**config.mk**
```make
export PLATFORM = sky130hd
export DESIGN_NAME = up_bus_master
export DESIGN_NICKNAME = d
export VERILOG_FILES = /design/src/rtl/up_bus_master.sv
export SDC_FILE = /design/constraint.sdc
export NUM_CORES = 1
export LEC_CHECK = 0
export ABC_CLOCK_PERIOD_IN_PS = 5000
export BUFFER_PORTS_ARGS = -buffer_cell sky130_fd_sc_hd__buf_2
export CORE_MARGIN = 2
export CORE_UTILIZATION = 45
export DETAILED_ROUTE_END_ITERATION = 10
export PLACE_DENSITY = 0.87
export SLEW_MARGIN = 20
export SYNTH_ARGS = -nofsm -noshare
export SYNTH_HDL_FRONTEND = slang
export SYNTH_SLANG_ARGS = --single-unit
```
**constraint.sdc**
```tcl
create_clock -name clk -period 5 [get_ports clk]
set_input_delay 0.5 -clock clk [delete_from_list [all_inputs] [get_ports clk]]
set_output_delay 0.5 -clock clk [all_outputs]
set_load 0.02 [all_outputs]
```
**src/rtl/up_bus_master.sv**
```systemverilog
// Single-outstanding initiator for the uP register bus: takes one command from a
// valid/ready stream, runs one read or write with a bus timeout, and returns the result.
module up_bus_master #(
    parameter int ADDRESS_WIDTH  = 32,
    parameter int BUS_WIDTH      = 4,
    parameter int TIMEOUT_CYCLES = 16
) (
    input  logic                       clk,
    input  logic                       rst,

    input  logic                       cmd_valid,
    output logic                       cmd_ready,
    input  logic                       cmd_write,
    input  logic [ADDRESS_WIDTH-1:0]   cmd_addr,
    input  logic [BUS_WIDTH*8-1:0]     cmd_wdata,

    output logic                       rsp_valid,
    input  logic                       rsp_ready,
    output logic [BUS_WIDTH*8-1:0]     rsp_rdata,
    output logic                       rsp_error,

    output logic                       up_rreq,
    input  logic                       up_rack,
    output logic [ADDRESS_WIDTH-1:0]   up_raddr,
    input  logic [BUS_WIDTH*8-1:0]     up_rdata,

    output logic                       up_wreq,
    input  logic                       up_wack,
    output logic [ADDRESS_WIDTH-1:0]   up_waddr,
    output logic [BUS_WIDTH*8-1:0]     up_wdata,

    output logic [1:0]                 dbg_state
);

    // Handshakes: a command transfers on a rising edge where cmd_valid && cmd_ready;
    // a response transfers on a rising edge where rsp_valid && rsp_ready. rsp_* is
    // held stable while rsp_valid is high and not yet consumed.

    localparam int DW = BUS_WIDTH * 8;
    localparam bit TO_EN = (TIMEOUT_CYCLES > 0);
    localparam int CW = TO_EN ? $clog2(TIMEOUT_CYCLES + 1) : 1;
    localparam logic [CW-1:0] CNT_LAST = CW'(TO_EN ? TIMEOUT_CYCLES - 1 : 0);
    localparam logic [CW-1:0] CNT_MAX  = '1;

    typedef enum logic [1:0] {
        ST_IDLE = 2'd0,
        ST_REQ  = 2'd1,
        ST_WAIT = 2'd2,
        ST_RESP = 2'd3
    } state_t;

    state_t                   state_q, state_d;
    logic [ADDRESS_WIDTH-1:0] addr_q, addr_d;
    logic [DW-1:0]            wdata_q, wdata_d;
    logic                     write_q, write_d;
    logic [DW-1:0]            rdata_q, rdata_d;
    logic                     error_q, error_d;
    logic [CW-1:0]            cnt_q, cnt_d;
    logic                     ack_match;

    always_ff @(posedge clk) begin
        if (rst) begin
            state_q <= ST_IDLE;
            addr_q  <= '0;
            wdata_q <= '0;
            write_q <= 1'b0;
            rdata_q <= '0;
            error_q <= 1'b0;
            cnt_q   <= '0;
        end else begin
            state_q <= state_d;
            addr_q  <= addr_d;
            wdata_q <= wdata_d;
            write_q <= write_d;
            rdata_q <= rdata_d;
            error_q <= error_d;
            cnt_q   <= cnt_d;
        end
    end

    // Only the ack of the outstanding request type can complete it.
    assign ack_match = write_q ? up_wack : up_rack;

    always_comb begin
        state_d = state_q;
        addr_d  = addr_q;
        wdata_d = wdata_q;
        write_d = write_q;
        rdata_d = rdata_q;
        error_d = error_q;
        cnt_d   = cnt_q;

        case (state_q)
            ST_IDLE: begin
                if (cmd_valid && cmd_ready) begin
                    addr_d  = cmd_addr;
                    wdata_d = cmd_write ? cmd_wdata : '0;
                    write_d = cmd_write;
                    state_d = ST_REQ;
                end
            end
            ST_REQ: begin
                cnt_d   = '0;
                state_d = ST_WAIT;
            end
            ST_WAIT: begin
                // An ack in the last counted cycle wins over the timeout.
                if (ack_match) begin
                    rdata_d = write_q ? '0 : up_rdata;
                    error_d = 1'b0;
                    state_d = ST_RESP;
                end else if (TO_EN && (cnt_q == CNT_LAST)) begin
                    rdata_d = '0;
                    error_d = 1'b1;
                    state_d = ST_RESP;
                end else if (cnt_q != CNT_MAX) begin
                    cnt_d = cnt_q + 1'b1;
                end
            end
            ST_RESP: begin
                if (rsp_ready) begin
                    rdata_d = '0;
                    error_d = 1'b0;
                    state_d = ST_IDLE;
                end
            end
            default: state_d = ST_IDLE;
        endcase
    end

    // cmd_ready is held low while rst is asserted so no command is taken during reset.
    assign cmd_ready = (state_q == ST_IDLE) && !rst;
    assign up_rreq   = (state_q == ST_REQ) && !write_q;
    assign up_wreq   = (state_q == ST_REQ) && write_q;
    assign up_raddr  = addr_q;
    assign up_waddr  = addr_q;
    assign up_wdata  = wdata_q;
    assign rsp_valid = (state_q == ST_RESP);
    assign rsp_rdata = rdata_q;
    assign rsp_error = error_q;
    assign dbg_state = state_q;

endmodule

```
* Yosys cells after proc, flatten, opt, wreduce, memory -nomap -nowiden
Index checks and enable logic that the tools add are counted.
** Word-level totals
- Bits in registers :: 105
- Input port bits :: 103
- Output and inout bits :: 135
- Word-level logic and storage cells :: 52
** Cells by class
- Add/subtract/negate cells :: 1
- Eq/ne operators :: 11
- Multiplexer cells :: 20
- Reduce and logical (&&, ||, !) cells :: 13
** Operator list (number)
- 32-bit two-way mux :: 5
- 32-bit case mux with 2 select lines :: 1
- 5-bit two-way mux :: 3
- 5-bit case mux with 2 select lines :: 1
- 2-bit two-way mux :: 4
- 2-bit inequality test, second input constant :: 4
- 2-bit case mux with 4 select lines :: 1
- 3-bit AND reduction :: 2
- 5-bit by 1-bit adder with 5-bit output, second input constant :: 1
- 5-bit by 4-bit equality test with 1-bit output, second input constant :: 1
- 5-bit inequality test, second input constant :: 1
- 2-bit equality test, second input constant :: 2
- 1-bit logical AND :: 4
- 1-bit two-way mux :: 4
- 4-bit AND reduction :: 1
- 2-bit nonzero test :: 2
- 3-bit inequality test, second input constant :: 1
- 2-bit by 1-bit equality test with 1-bit output, second input constant :: 1
- 1-bit logical NOT :: 2
- 2-bit logical NOT :: 1
- 2-bit by 1-bit inequality test with 1-bit output, second input constant :: 1
- 1-bit case mux with 2 select lines :: 1
- 2-bit AND reduction :: 1

* Depth between registers and ports, before layout
- Depth after elaboration :: 5
- Depth in mapped cells :: 9
- Gate-level depth less buffers :: 7

* Worst setup path after synthesis
No wires, ideal clock.
- Kind :: register to register
- Start :: reg cnt_q[0]
- End :: reg cnt_q[3]
- Setup time :: 0.063 ns
- Data arrival time :: 1.860 ns
- Data required time :: 4.937 ns
- Path slack :: 3.077 ns
- Stages on the path, launching flop included :: 8
- Buffers on the path :: 0
- Period minus slack after synthesis :: 1.923 ns
- Cell sequence :: dfxtp_1 -> ha_1 -> and3_1 -> ha_1 -> and2b_1 -> nand3b_4 -> or4_1 -> nand3_1
** On the way
- Cells in the longest elaborated chain, start to end :: 5
- Elaborated cells on any way between the ends :: 10
- Classes of those cells :: add/sub: 1; eq/ne: 4; mux: 4; reduce/logical: 1
** RTL lines
- start, declared :: line 58 : logic [CW-1:0] cnt_q, cnt_d;
- start signal, assigned :: line 77 : cnt_q <= cnt_d;
- 5-bit by 1-bit adder with 5-bit output :: line 117 : cnt_d = cnt_q + 1'b1;
- 5-bit two-way mux :: line 116 : end else if (cnt_q != CNT_MAX) begin
- 5-bit two-way mux :: line 112 : end else if (TO_EN && (cnt_q == CNT_LAST)) begin
- 5-bit two-way mux :: line 108 : if (ack_match) begin
- 5-bit case mux with 2 select lines :: line 93 : case (state_q)
Parallel ways exist; a longest one is shown, timed or not. The select of a mux whose other input is x is not followed.
A chain may end at the register's enable or synchronous reset.

* Final worst setup path
- Start :: reg state_q[1] (netlist: dbg_state[1])
- End :: reg addr_q[1] (netlist: up_raddr[1])
** On the way
- Cells in the longest elaborated chain, start to end :: 4
** RTL lines
- start, declared :: line 52 : state_t state_q, state_d;
- start signal, assigned :: line 71 : state_q <= state_d;
- 2-bit logical NOT * :: line 93, 132
- 1-bit logical AND :: line 132 : assign cmd_ready = (state_q == ST_IDLE) && !rst;
- 1-bit logical AND :: line 95 : if (cmd_valid && cmd_ready) begin
- 2-bit AND reduction (no line) *
- end signal, assigned :: line 72 : addr_q <= addr_d;
- end, declared :: line 53 : logic [ADDRESS_WIDTH-1:0] addr_q, addr_d;
Mark *: on every way between the ends. The rest lies on a longest branch, timed or not.

==> summary.txt <==
Routing
  – DRC violations left: 0
  – Routed WL per cell: 13.6 microns
  – Routed wire length: 11.2 mm
  – Post-route ant nets: 0
  – Drt pass-1 iters: 5
  – Starting DRT DRC Count: 170
  – Via count: 4140
  – Via density: 5.04

Flow run
  – Maxcap violations: 0

STA
  – Peak Freq: 0.409 GHz
  – Final TNS setup: 0 ns
  – Worst-margin pin slew: 1.07 ns
  – Tcrit/Tclk final: 49.0%
  – Final Critical Period: 2.45 ns
  – Skew final: 0.0158 ns
  – Final slew viol count: 0
  – Slew margin rel.: 28.3%
  – RSZ-0062 raised after global routing: no
  – Final Hold Fails: 0
  – Setup violators final: 0

Synthesis
  – Mapped Cells: 526
  – Area leader, netlist: dfxtp_1
  – Proportion of netlist area held by the largest area contributor: 49.6%
  – FF+latch count, synth: 105
  – Distinct cells, synth: 32
  – Post-synthesis sequential area ratio: 49.6%
  – Post-synthesis instance area: 4240 sq um
  – Mapped Nets: 637
  – Area contributors post-synth: dfxtp_1 50%, nand2_1 12%, nand3_1 7.9%
  – Syn avg cell area: 8.06 sq um
  – Main synth FF type: dfxtp_1
  – Warnings, synthesis: 0
  – Ys async rst share: 0%
  – Post-synth EDFFs: 0

Finish
  – Diode count: 0
  – Final non-filler cell total: 821
  – Util after Layout: 58.5%
  – Fillers: 812
  – Area Growth Syn to Fin: 26.9%
  – Seq. cell area: 2100 sq um
  – Share of cells above drive strength 1: 36.8%
  – # nets final: 816
  – Commonest non-fill, non-tap cell in the layout: buf_2
  – Most frequent cells in the layout: 237 x buf_2, 133 x nand2_1, 105 x dfxtp_1, 67 x nand3_1, 57 x o21ai_0
  – Multi-input gate area: 1730 sq um
  – Final instance area: 5380 sq um

Setup path
  – R2r worst-path depth: 6
  – CP Class: flop to flop
  – Crit path cell chain: inv_1 > ha_1 > nor2b_1 > and2_2 > buf_4 > o21ai_0
  – CP peak stage delay: 0.85 ns
  – Worst r2r src: dbg_state[1]$_SDFFE_PP0P_
  – Startpoint Class: flop
  – CP max stage cell: and2_2
  – Worst EP arrival: 2.66 ns
  – Worst Setup SP: dbg_state[1]$_SDFFE_PP0P_
  – Crit end category: flop
  – CP Max Fanout: 61
  – CP Data Required Time: 5.22 ns

Clocking
  – H-tree depth: 3
  – Clock Tree Buf Depth: 2
  – CTS tree: done
  – Clock slew at reported path FFs: 0.11 ns
  – CTS buffer count: 9
  – Post-cts sizing count: 0
  – Hold-fix buffers, CTS: 0
  – Clk Latency, worst-skew pair: 0.36 ns
  – CTS root buf: clkbuf_8
  – Number of clock sinks: 105
  – Post-CTS Setup Inserts: 0

Power and ir drop
  – Pwr/cell area: 438 nW/um^2
  – P_leak: 2.58 nW
  – Max rail drop VDD: 0.211 mV
  – Power Total: 2.36 mW

Floorplanning
  – # rows: 35
  – Die area: 10200 sq um
  – Starting Density: 46.1%
  – Die Width: 101 microns
  – Die H: 101 microns
  – # IOs: 238
  – Core ar.: 9200 sq um

Global routing
  – Grt ovf: 0
  – All-Layer GR Usage: 20.1%
  – Global-route wire length before repair: 16.8 mm
  – Initial antenna violation count: 0
  – Pin count of the biggest net entering global routing: 68
  – Vias in the first global route: 3639

Place
  – DP Wirelength: 8.16 mm
  – Placed cell count: 805
  – Area after DPL: 5200 sq um
  – Input/output buffers: 237
  – RePlAce Congestion: 0.816

Min path
  – Worst hold path type: input port to flop
  – HP Start: cmd_addr[6]
  – WHS Path Cells: 3

Outcome
  – Status: finished, final reports clean
==> cell families (layout without fill, tap and decap cells) <==
| family | Yosys count | count (layout) | synth area share (%) |
|---|---|---|---|
| multiplexers | 4 | 4 | 1.06 |
| flip-flops | 105 | 105 | 49.6 |
| adder cells (fa/ha/maj) | 8 | 8 | 2.36 |
| AO/OA/AOI/OAI | 109 | 109 | 13.4 |
| AND/OR/NAND/NOR | 223 | 223 | 23.4 |
| buffers and inverters | 77 | 261 | 10.1 |
==> state kept, by name (all words and copies together) (netlist names) <==
| name | cells |
|---|---|
| write_q | 1 |
| cnt_q | 5 |
| up_raddr | 32 |
| dbg_state | 2 |
| rsp_rdata | 32 |
| rsp_error | 1 |
| up_wdata | 32 |
==> synthesized netlist by cell type, types with 2 or more instances <==
library cell	number
nor2b_1	3
clkbuf_1	24
a211oi_1	2
buf_4	32
buf_2	14
nor2_1	5
inv_1	5
nand2_1	133
and2_1	3
a21oi_1	37
o21ai_1	8
mux2i_1	2
and3_1	2
nand2b_1	4
o21ai_0	57
nand3_1	67
ha_1	8
clkbuf_2	2
dfxtp_1	105
==> worst max-delay path: cells and delay by family, from the launching register on <==
| kind | cells | cell delay (ns) |
|---|---|---|
| AOI/OAI and AO/OA | 1 | 0.16 |
| and+or+nand+nor | 2 | 1.04 |
| adders and majority gates | 1 | 0.18 |
| buffers and inverters | 2 | 0.57 |
| DFF | 1 | 0.35 |
==> metrics by stage <==
stage	setup slack, ns	hold WS [ns]
4_1_cts	2.57	0.315
3_3_place_gp	2.38	0.433
6_report	2.55	0.334
3_5_place_dp	2.26	0.440
5_1_grt	2.32	0.322
2_1_floorplan	3.08	0.464
==> where the power goes <==
group	leakage (nW)	switching (mW)	internal, mW
sequential	0.854	0.0777	0.956
combinational	1.63	0.576	0.259
clock	0.0916	0.287	0.201
==> layer usage <==
metal / global-route usage, % / vias up / wire length, microns
met5: 0 / - / 0
met4: 5.72 / 0 / 177
met3: 4.37 / 13 / 602
met2: 36.5 / 145 / 5860
met1: 23.7 / 1909 / 4520
li1: - / 2073 / -
==> final timing paths <==
path                                                   to  slack, ns
worst max-delay path             up_raddr[1]$_SDFFE_PP0P_       2.55
worst min-delay path             up_raddr[6]$_SDFFE_PP0P_       0.33
worst max register to register   up_raddr[1]$_SDFFE_PP0P_       2.55
worst min register to register  up_wdata[25]$_SDFFE_PP0P_       0.45
==> layout make-up <==
type	count	share of cell area, %
clock buffer	12	2.70
multi-input combinational	344	32.1
sequential	105	39.1
inverter	5	0.372
tap	111	2.58
timing repair buffer	240	22.5
clock inverter	4	0.651
Power figures use the tool's default switching activity.
